File: src/rtl/alu_ctrl_exec.sv
// alu_ctrl_exec: RV32I EX slice. Main control decode, ALU-control decode and
// the ALU, all outputs registered (one-cycle latency).
// Optional feature: define ALU_SHIFT_EN to build the shifter (SLL/SRL/SRA).
// Without it, shift encodings are reported as illegal and produce a safe NOP.
module alu_ctrl_exec #(
  parameter int DATA_W = 32
) (
  input  logic              clk,
  input  logic              rst,
  input  logic              in_valid,
  input  logic [31:0]       instr,
  input  logic [DATA_W-1:0] op_a,
  input  logic [DATA_W-1:0] op_b,
  input  logic [DATA_W-1:0] imm,
  output logic              out_valid,
  output logic [7:0]        ctrl,
  output logic [3:0]        alu_ctrl,
  output logic [DATA_W-1:0] result,
  output logic              zero,
  output logic              illegal
);

  localparam int SHW = $clog2(DATA_W);

  localparam logic [3:0] OP_AND  = 4'b0000;
  localparam logic [3:0] OP_OR   = 4'b0001;
  localparam logic [3:0] OP_ADD  = 4'b0010;
  localparam logic [3:0] OP_XOR  = 4'b0011;
  localparam logic [3:0] OP_SLL  = 4'b0100;
  localparam logic [3:0] OP_SRL  = 4'b0101;
  localparam logic [3:0] OP_SUB  = 4'b0110;
  localparam logic [3:0] OP_SLT  = 4'b0111;
  localparam logic [3:0] OP_SRA  = 4'b1000;
  localparam logic [3:0] OP_SLTU = 4'b1001;

`ifdef ALU_SHIFT_EN
  localparam bit SHIFT_EN = 1'b1;
`else
  localparam bit SHIFT_EN = 1'b0;
`endif

  // Decoded stage contents, written into the output registers as one unit.
  typedef struct packed {
    logic [7:0]        ctrl;
    logic [3:0]        op;
    logic [DATA_W-1:0] res;
    logic              zero;
    logic              ill;
  } exec_t;

  logic [6:0]        opcode;
  logic [2:0]        f3;
  logic              i30;
  logic [7:0]        ctrl_d;
  logic [1:0]        aluop;
  logic              bad_op, bad_fn, is_shift, ill_d;
  logic [3:0]        op_d;
  logic [DATA_W-1:0] b_sel, res_d;
  logic [SHW-1:0]    shamt;
  exec_t             ex_d;

  assign opcode = instr[6:0];
  assign f3     = instr[14:12];
  assign i30    = instr[30];

  // Only opcode, funct3 and bit 30 matter to this slice.
  logic unused_instr;
  assign unused_instr = ^{instr[31], instr[29:15], instr[11:7]};

  // Main control: opcode -> {ALUSrc,MemtoReg,MemRead,MemWrite,Branch,RegWrite,ALUOp}
  always_comb begin
    ctrl_d = 8'h00;
    bad_op = 1'b0;
    case (opcode)
      7'b0110011: ctrl_d = 8'b0000_0110;  // R-type
      7'b0010011: ctrl_d = 8'b1000_0111;  // I-ALU
      7'b0000011: ctrl_d = 8'b1110_0100;  // load
      7'b0100011: ctrl_d = 8'b1001_0000;  // store
      7'b1100011: ctrl_d = 8'b0000_1001;  // beq
      default:    bad_op = 1'b1;
    endcase
  end

  assign aluop = ctrl_d[1:0];

  // ALU control: ALUOp/funct3/bit30 -> 4-bit op. ALUOp 11 (I-ALU) ignores
  // bit30 except to pick SRA, since it belongs to the immediate there.
  always_comb begin
    op_d     = OP_ADD;
    bad_fn   = 1'b0;
    is_shift = 1'b0;
    case (aluop)
      2'b00: op_d = OP_ADD;
      2'b01: op_d = OP_SUB;
      default: begin
        case (f3)
          3'b000: op_d = (aluop == 2'b10 && i30) ? OP_SUB : OP_ADD;
          3'b111: op_d = OP_AND;
          3'b110: op_d = OP_OR;
          3'b100: op_d = OP_XOR;
          3'b001: begin op_d = OP_SLL; is_shift = 1'b1; end
          3'b101: begin op_d = i30 ? OP_SRA : OP_SRL; is_shift = 1'b1; end
          3'b010: op_d = OP_SLT;
          default: op_d = OP_SLTU;
        endcase
        if (aluop == 2'b10 && i30 && f3 != 3'b000 && f3 != 3'b101) begin
          bad_fn = 1'b1;
          op_d   = OP_ADD;
        end
      end
    endcase
  end

  assign ill_d = bad_op | bad_fn | (is_shift & ~SHIFT_EN);
  assign b_sel = ctrl_d[7] ? imm : op_b;
  assign shamt = b_sel[SHW-1:0];

  // ALU datapath; an illegal instruction is forced to a zero result.
  always_comb begin
    res_d = '0;
    case (op_d)
      OP_AND:  res_d = op_a & b_sel;
      OP_OR:   res_d = op_a | b_sel;
      OP_ADD:  res_d = op_a + b_sel;
      OP_XOR:  res_d = op_a ^ b_sel;
      OP_SUB:  res_d = op_a - b_sel;
      OP_SLT:  res_d = DATA_W'($signed(op_a) < $signed(b_sel));
      OP_SLTU: res_d = DATA_W'(op_a < b_sel);
`ifdef ALU_SHIFT_EN
      OP_SLL:  res_d = op_a << shamt;
      OP_SRL:  res_d = op_a >> shamt;
      OP_SRA:  res_d = $unsigned($signed(op_a) >>> shamt);
`else
`endif
      default: res_d = '0;
    endcase
    if (ill_d) res_d = '0;
  end

`ifndef ALU_SHIFT_EN
  logic unused_shamt;
  assign unused_shamt = ^shamt;
`endif

  assign ex_d.ctrl = ill_d ? 8'h00 : ctrl_d;
  assign ex_d.op   = op_d;
  assign ex_d.res  = res_d;
  assign ex_d.zero = (res_d == '0);
  assign ex_d.ill  = ill_d;

  // Output registers: reset wins, an idle cycle registers an all-zero bubble.
  always_ff @(posedge clk) begin
    if (rst || !in_valid) begin
      out_valid <= 1'b0;
      ctrl      <= '0;
      alu_ctrl  <= '0;
      result    <= '0;
      zero      <= 1'b0;
      illegal   <= 1'b0;
    end else begin
      out_valid <= 1'b1;
      ctrl      <= ex_d.ctrl;
      alu_ctrl  <= ex_d.op;
      result    <= ex_d.res;
      zero      <= ex_d.zero;
      illegal   <= ex_d.ill;
    end
  end

endmodule

File: config.mk
export PLATFORM = sky130hd
export DESIGN_NAME = alu_ctrl_exec
export DESIGN_NICKNAME = d
export VERILOG_FILES = /design/src/rtl/alu_ctrl_exec.sv
export SDC_FILE = /design/constraint.sdc
export NUM_CORES = 1
export LEC_CHECK = 0
export BUFFER_PORTS_ARGS = -buffer_cell sky130_fd_sc_hd__clkbuf_2
export CORE_ASPECT_RATIO = 1.5
export CORE_MARGIN = 4
export CORE_UTILIZATION = 45
export CTS_BUF_LIST = sky130_fd_sc_hd__clkbuf_4 sky130_fd_sc_hd__clkbuf_8 sky130_fd_sc_hd__clkbuf_16
export DETAILED_ROUTE_END_ITERATION = 8
export HOLD_SLACK_MARGIN = 0.05
export PLACE_DENSITY = 0.7
export SKIP_LAST_GASP = 1
export SYNTH_ARGS = -nofsm -noshare
export SYNTH_HDL_FRONTEND = slang
export SYNTH_SLANG_ARGS = --single-unit
File: constraint.sdc
create_clock -name clk -period 11.9 [get_ports clk]
set_clock_uncertainty 0.15 [all_clocks]
set_input_delay 3.57 -clock clk [delete_from_list [all_inputs] [get_ports clk]]
set_output_delay 3.57 -clock clk [all_outputs]
set_load 0.05 [all_outputs]
Word-level counts from Yosys, hierarchy flattened. Cells that the tools add are included.

Order comparisons: 2. Reductions and logical operators: 14. Bitwise gates (word level): 5. Muxes and demuxes: 15. Eq/ne operators: 20. Add/subtract/negate cells: 2.

Operators by type and width (count): 32-bit one-hot mux with 7 select lines (1); 32-bit < comparator (2); 32-bit two-way mux (2); 8-bit one-hot mux with 5 select lines (1); 32-bit adder (1); 32-bit bitwise AND (1); 32-bit zero test (1); 32-bit OR (1); 32-bit subtractor (1); 32-bit bitwise XOR (1); 4-bit one-hot mux with 7 select lines (1); 7-bit by 6-bit equality test with 1-bit output, second input constant (2); 3-bit equality test, second input constant (4); 4-bit by 2-bit equality test with 1-bit output, second input constant (2); 4-bit by 3-bit equality test with 1-bit output, second input constant (2); 4-bit two-way mux (2); 4-bit one-hot mux with 2 select lines (1); 7-bit by 2-bit equality test with 1-bit output, second input constant (1); 7-bit by 5-bit equality test with 1-bit output, second input constant (1); 7-bit equality test, second input constant (1); 1-bit two-way mux (6); 2-bit OR reduction (3); 5-bit OR reduction (1); 4-bit by 1-bit equality test with 1-bit output, second input constant (1); 15 further kinds (18).

Logic and storage cells: 64. Bits in registers: 47. Output and inout bits: 47. Input port bits: 131.

Depth between registers and ports, before layout. Gate-level depths: netlist of run 1.

Depth after elaboration: 12. Gate-level depth with buffers: 20. Depth with buffers taken out: 17.

Worst setup path before layout of run 1. OpenSTA, ideal clock, no wires.

Kind: input to register. Start point: in instr[2]. End point: reg zero. Setup time: 0.088 ns. Path slack: 3.674 ns. Buffers on the path: 2. Stages on the path: 19. Data arrival time: 7.988 ns. Required time: 11.662 ns. Cell sequence: and4bb_1 buf_2 nand2b_1 a21oi_1 clkbuf_1 mux2_2 ha_1 fa_1 a21o_1 a221oi_2 nor3_1 or3_1 a41oi_1 mux2i_1 o221ai_1 a32oi_1 and4_1 nand4_1 nor4_2.

Cells in the longest elaborated chain, start to end: 12. Elaborated cells on any way between the ends: 42. Those cells by class: 2 x add/sub; 2 x order compare; 13 x eq/ne; 12 x mux; 5 x bitwise; 8 x reduce/logical.

RTL lines: start: declaration (line 11) `input logic [31:0] instr,`; 7-bit equality test, or another cell as far along (line 74) `case (opcode)`; 8-bit one-hot mux with 5 select lines (line 74); 2-bit equality test (line 97, 106); 1-bit logical AND (line 97, 106); 3-bit two-way mux or 1-bit logical AND (tied branches) (line 97, 106); 4-bit one-hot mux with 7 select lines or 1-bit logical AND (tied branches) (line 96, 106); 4-bit two-way mux or 1-bit two-way mux (tied branches) (line 106) `if (aluop == 2'b10 && i30 && f3 != 3'b000 && f3 != 3'b101) begin`; 4-bit one-hot mux with 2 select lines or 1-bit two-way mux (tied branches) (line 92) `case (aluop)`; 4-bit equality test, or another cell as far along (line 121) `case (op_d)`; 32-bit one-hot mux with 7 select lines or 1-bit OR (tied branches) (line 121, 114); 32-bit two-way mux (*) (line 137) `if (ill_d) res_d = '0;`; 32-bit zero test (*) (line 148) `assign ex_d.zero = (res_d == '0);`; end signal: assignment (line 165) `zero <= ex_d.zero;`; end: declaration (line 19) `output logic zero,`.

Every way passes the cells marked *; elsewhere a longest branch is shown, timed or not. A chain may end at the register's enable or synchronous reset.

Worst setup path after layout of run 1. Ends and elaborated chain as after synthesis.

==> results of run 1 <==
## metrics by stage
step | instances | cell area (um2) | power (mW) | utilization | worst slack [ns]
after floorplan | 1046 | 7601 | 0.4009 | - | 3.674
after global placement | 1351 | 8422 | 0.4869 | 0.5134 | 2.825
after detailed placement | 1351 | 8422 | 0.4897 | 0.5134 | 2.782
after CTS | 1359 | 8568 | 0.6251 | 0.5223 | 3.055
after global routing | 1359 | 8568 | 0.6718 | 0.5223 | 2.678
final | 1359 | 8568 | 0.6298 | 0.5223 | 2.942
## routing by layer
metal  part of all wire  track usage  up-vias
met5                  0            0        -
met4              0.055       0.1287        0
met3              0.065      0.01697       93
met2               0.51       0.4597      385
met1               0.37       0.3075     3812
li1                   -            -     3969
## power groups by stage
stage | registers [mW] | clock network, mW | logic [mW]
global placement | 0.159 | 0 | 0.328
CTS | 0.156 | 0.137 | 0.332
floorplan | 0.165 | 0 | 0.236
detailed placement | 0.159 | 0 | 0.330
finish | 0.156 | 0.136 | 0.338
global route | 0.156 | 0.145 | 0.371
## sequential cells by signal, summed over array words and instances (netlist names)
name,flops
alu_ctrl,4
ctrl,7
illegal,1
out_valid,1
result,32
zero,1
## path summary, 6_finish.rpt
check | depth (start not counted) | slack, ns | endpoint | startpoint
worst max-delay path | 19 | 2.94 | zero | instr[2]
worst min-delay path | 2 | 3.43 | ctrl[6] | instr[5]
## placed cells by master, fill, tap and decap left out, types with 13 or more instances in the layout
master and n:
nand2_1 60, mux2_2 33, a211oi_1 16, a21oi_1 93, a21o_1 21, nand4_1 16
dfxtp_1 46, nor2_1 106, nor3_1 27, nand3_1 20, o21ai_0 56, inv_1 96
ha_1 111, o211ai_1 13, xnor2_1 21, clkbuf_2 156, nor2b_1 24, a31oi_1 19
## worst max-delay path: cells and delay by family
family	cells	cell delay, ns
buffers and inverters	3	0.54
multiplexers	2	0.60
AND/OR/NAND/NOR	7	1.80
AO/OA/AOI/OAI	6	2.01
adder cells (fa/ha/maj)	1	0.43
## layout make-up
cell class / instances / area, um2
Multi-Input combinational cell: 841 / 6061
Clock buffer: 5 / 125.1
Inverter: 97 / 364.1
Fill cell: 1717 / 7835
Clock inverter: 3 / 21.27
Timing Repair Buffer: 161 / 818.3
Tap cell: 206 / 257.7
Sequential cell: 46 / 920.9
## logic make-up (layout without fill, tap and decap cells)
| family | Yosys count | count (layout) |
|---|---|---|
| AND/OR/NAND/NOR | 333 | 333 |
| XOR/XNOR | 25 | 25 |
| adder cells (fa/ha/maj) | 113 | 113 |
| flip-flops | 46 | 46 |
| AO/OA/AOI/OAI | 330 | 330 |
| buffers and inverters | 159 | 266 |
| multiplexers | 40 | 40 |
==> qor.csv, run 1 <==
metric;value;unit
drive_gt1_frac;0.2012;
final.setup.tns;0;ns
holdBufCountCts;0;
die_y;167.2;um
synth_seq_cells;46;
p_comb_frac;0.536;
cts_resized;0;
overflow;0;
synth-compound-area-share;0.2989;
slew_headroom;0.2950;
p_sw_frac;0.4224;
finalCritPeriodShare;0.7527;
grt_pass1_wl;40.41;mm
rows;57;
synth.most_common_cell;ha_1;
num-nets-final;1396;
cts_tree;done;
cts_root_buffer;clkbuf_16;
post_cts_buffers;0;
syn_nets;1290;
ant_nets;0;
grt_pass1_vias;7792;
slowest_delay;0.50;ns
place_congestion;0.9728;
yosysTopAreaCell;ha_1;
max_freq;111.6;MHz
dpl.hpwl;20.60;mm
drt_iter0_markers;687;
power_frac_clock;0.216;
required;11.95;ns
htree_levels;2;
synth_top_family_by_area;compound AO/OA/AOI/OAI gates;
initial_utilization;0.4634;
p_int;0.3637;mW
grt_start_max_net_pins;43;
synth_xor_area_frac;0.02881;
yosysWarnings;0;
antenna_cells;0;
coreArea;0.01640;mm2
vdd_ir_drop_max;0.06828;mV
path_clk_slew;0.06;ns
num_io_pins;178;
setup_viol;0;
arrival;9.00;ns
outcome;completed;
firstDrtPassIters;6;
crit_slowest_cell;a21oi_4;
ys_seq_area_frac;0.1212;
p_per_area;73.50;mW/mm2
synthSimpleGateAreaFrac;0.2198;
hold_viol_final;0;
drc;0;
power.switching;0.2660;mW
crit_path_cell_trace;clkbuf_2, and4bb_1, nand2b_1, a21oi_4, buf_4, mux2_2, inv_1, ha_1, or3_1, nand3b_1, a211oi_1, nor3_2, o211ai_1, a21oi_1, nor2_1, mux2i_1, a2bb2oi_1, a41oi_1, nor4_2;
async_flop_share;0;
path_class;input pin to flop;
fin_crit;8.958;ns
die_area;0.01908;mm2
syn_inst;1046;
area_growth_syn_to_layout;12.72;%
seqPwrFrac;0.248;
worst_pin_slew;1.055;ns
port_buffers;156;
synth-main-ff-cell;dfxtp_1;
syn_area_per_cell;7.267;um2
synthTopCellsByArea;ha_1, dfxtp_1, a21oi_1;
synth.distinct_cells;86;
syn_area;0.007601;mm2
startpoint_type;input pin;
antenna_found_initial;0;
synth_common_cells;ha_1, nor2_1, inv_1, a21oi_1, nand2_1;
critical_path.endpoint_type;flop;
slew_viol_final;0;
ctsLongestPathBuffers;2;
cts_buffers;5;
die_w;114.1;um
route.vias.total;8259;
routed_wl;25.43;mm
yosysTopAreaCellShare;0.1827;
hold_path_class;input pin to flop;
via_per_inst;6.077;
track_usage;0.2580;
rsz0062_at_grt;no;
hold_ws;3.427;ns
routedWlPerCell;18.71;um
synth_adder_area_share;0.1880;
clock_sinks;46;
muxShareOfSynthArea;0.05860;
crit_fanout;20;
total_leakage_power;3.993;nW
maxCapViolations;0;
synth_edf_count;0;
Power figures use the tool's default switching activity.
==> run 2, diff against run 1 <==
==> constraint.sdc (replaced) <==
create_clock -name clk -period 8.5 [get_ports clk]
set_clock_uncertainty 0.15 [all_clocks]
set_input_delay 2.55 -clock clk [delete_from_list [all_inputs] [get_ports clk]]
set_output_delay 2.55 -clock clk [all_outputs]
set_load 0.05 [all_outputs]
==> qor.csv, run 2 (synthesized netlist as in run 1, its figures left out) <==
metric;value;unit;change
rows;57;;unchanged
drive_gt1_frac;0.2067;;+0.005504
critical_path.endpoint_type;flop;;
firstDrtPassIters;8;;+2
crit_path_cell_trace;clkbuf_2, and4bb_1, nand2b_1, a21oi_4, buf_4, mux2_2, inv_1, ha_1, or3_1, nand3b_1, a211oi_1, nor3_2, o211ai_1, a21oi_1, nor2_1, mux2i_1, a2bb2oi_1, a41oi_1, nor4_2;;
startpoint_type;input pin;;
slew_headroom;0.3363;;+0.04136
num_io_pins;178;;unchanged
grt_pass1_vias;7930;;+1.8%
port_buffers;156;;unchanged
use_met2;0.4676;;+0.007904
worst_pin_slew;0.9864;ns;-0.06859 ns
coreArea;0.01640;mm2;unchanged
largest-register;result;;
antenna_cells;0;;unchanged
initial_utilization;0.4634;;unchanged
via_per_inst;6.022;;-0.91%
fin_crit;7.661;ns;
p_total;0.9142;mW;+45%
holdBufCountCts;0;;unchanged
met1_usage;0.2915;;-0.01593
path_class;input pin to flop;;
outcome;completed;;
die_w;114.1;um;unchanged
largest_register_ffs;32;;unchanged
htree_levels;2;;unchanged
routed_wl;25.56;mm;+0.52%
dpl.hpwl;20.74;mm;+0.71%
crit_slowest_cell;a21oi_4;;
ctsLongestPathBuffers;2;;unchanged
global_route.usage.met3;0.02383;;+0.006859
drc;0;;unchanged
hold_viol_final;0;;unchanged
cts_tree;done;;
slew_viol_final;0;;unchanged
required;8.55;ns;-3.40 ns
drt_iter0_markers;572;;-17%
antenna_found_initial;0;;unchanged
ant_nets;0;;unchanged
post_cts_buffers;0;;unchanged
arrival;7.71;ns;-1.29 ns
hold_path_class;input pin to flop;;
total_leakage_power;4.044;nW;+1.3%
busiest_layer;met2;;
cts_resized;0;;unchanged
finalCritPeriodShare;0.9013;;
routedWlPerCell;18.70;um;about the same
crit_fanout;14;;-30%
path_clk_slew;0.06;ns;about the same
die_area;0.01908;mm2;unchanged
place_congestion;0.9989;;+2.7%
grt_start_max_net_pins;43;;unchanged
slowest_delay;0.53;ns;+0.03 ns
final.setup.tns;0;ns;unchanged
layout_commonest_cell;clkbuf_2;;
cts_buffers;5;;unchanged
rsz0062_at_grt;no;;
cts_root_buffer;clkbuf_16;;
clock_sinks;46;;unchanged
die_y;167.2;um;unchanged
area_growth_syn_to_layout;13.81;%;
grt_pass1_wl;40.48;mm;+0.19%
max_freq;130.5;MHz;
most-common-layout-cells;clkbuf_2, ha_1, nor2_1;;
overflow;0;;unchanged
num-nets-final;1404;;+0.57%
route.vias.total;8232;;-0.33%
setup_viol;0;;unchanged
track_usage;0.2594;;+0.001405
p_per_area;105.7;mW/mm2;+44%
maxCapViolations;0;;unchanged
top_regs;result x32, ctrl x7, alu_ctrl x4;;
vdd_ir_drop_max;0.1219;mV;+79%
run 2: final timing paths:
check / endpoint / from / cells after the start
max: zero / instr[2] / 19
min: ctrl[6] / instr[5] / 2
run 2: area by class of cell:
| type | instances | area [um2] |
|---|---|---|
| inverters | 97 | 364.1 |
| clock buffers | 5 | 125.1 |
| fillers | 1680 | 7752 |
| clock inverters | 3 | 43.79 |
| flip-flops and latches | 46 | 920.9 |
| well taps | 206 | 257.7 |
| multi-input cells | 841 | 6061 |
| repair buffers | 169 | 878.3 |
run 2: through the flow:
stage | hold WS, ns | worst slack (ns) | cell area, um2 | std cells | utilization
floorplan | 2.479 | 1.294 | 7601 | 1046 | -
global placement | 2.705 | 0.6726 | 8482 | 1359 | 0.5171
detailed placement | 2.705 | 0.5864 | 8482 | 1359 | 0.5171
CTS | 2.407 | 0.8686 | 8651 | 1367 | 0.5274
global route | 2.422 | 0.3046 | 8651 | 1367 | 0.5274
finish | 2.409 | 0.8390 | 8651 | 1367 | 0.5274
run 2: layer usage:
layer	share of wire	vias up
li1	-	3986
met1	0.37	3784
met2	0.50	362
met3	0.063	100
met4	0.062	0
met5	0	-
run 2: worst max-delay path: cells and delay by family:
| kind | cells | cell delay [ns] |
|---|---|---|
| AO/OA/AOI/OAI | 6 | 2.05 |
| adder cells (fa/ha/maj) | 1 | 0.24 |
| buffers and inverters | 3 | 0.52 |
| multiplexers | 2 | 0.59 |
| AND/OR/NAND/NOR | 7 | 1.76 |
run 2: where the power goes:
part | total, mW | internal (mW) | switching [mW] | leakage [nW]
clock network | 0.221 | 0.139 | 0.0822 | 0.0842
registers | 0.218 | 0.218 | 0.000678 | 0.372
logic | 0.474 | 0.185 | 0.289 | 3.59
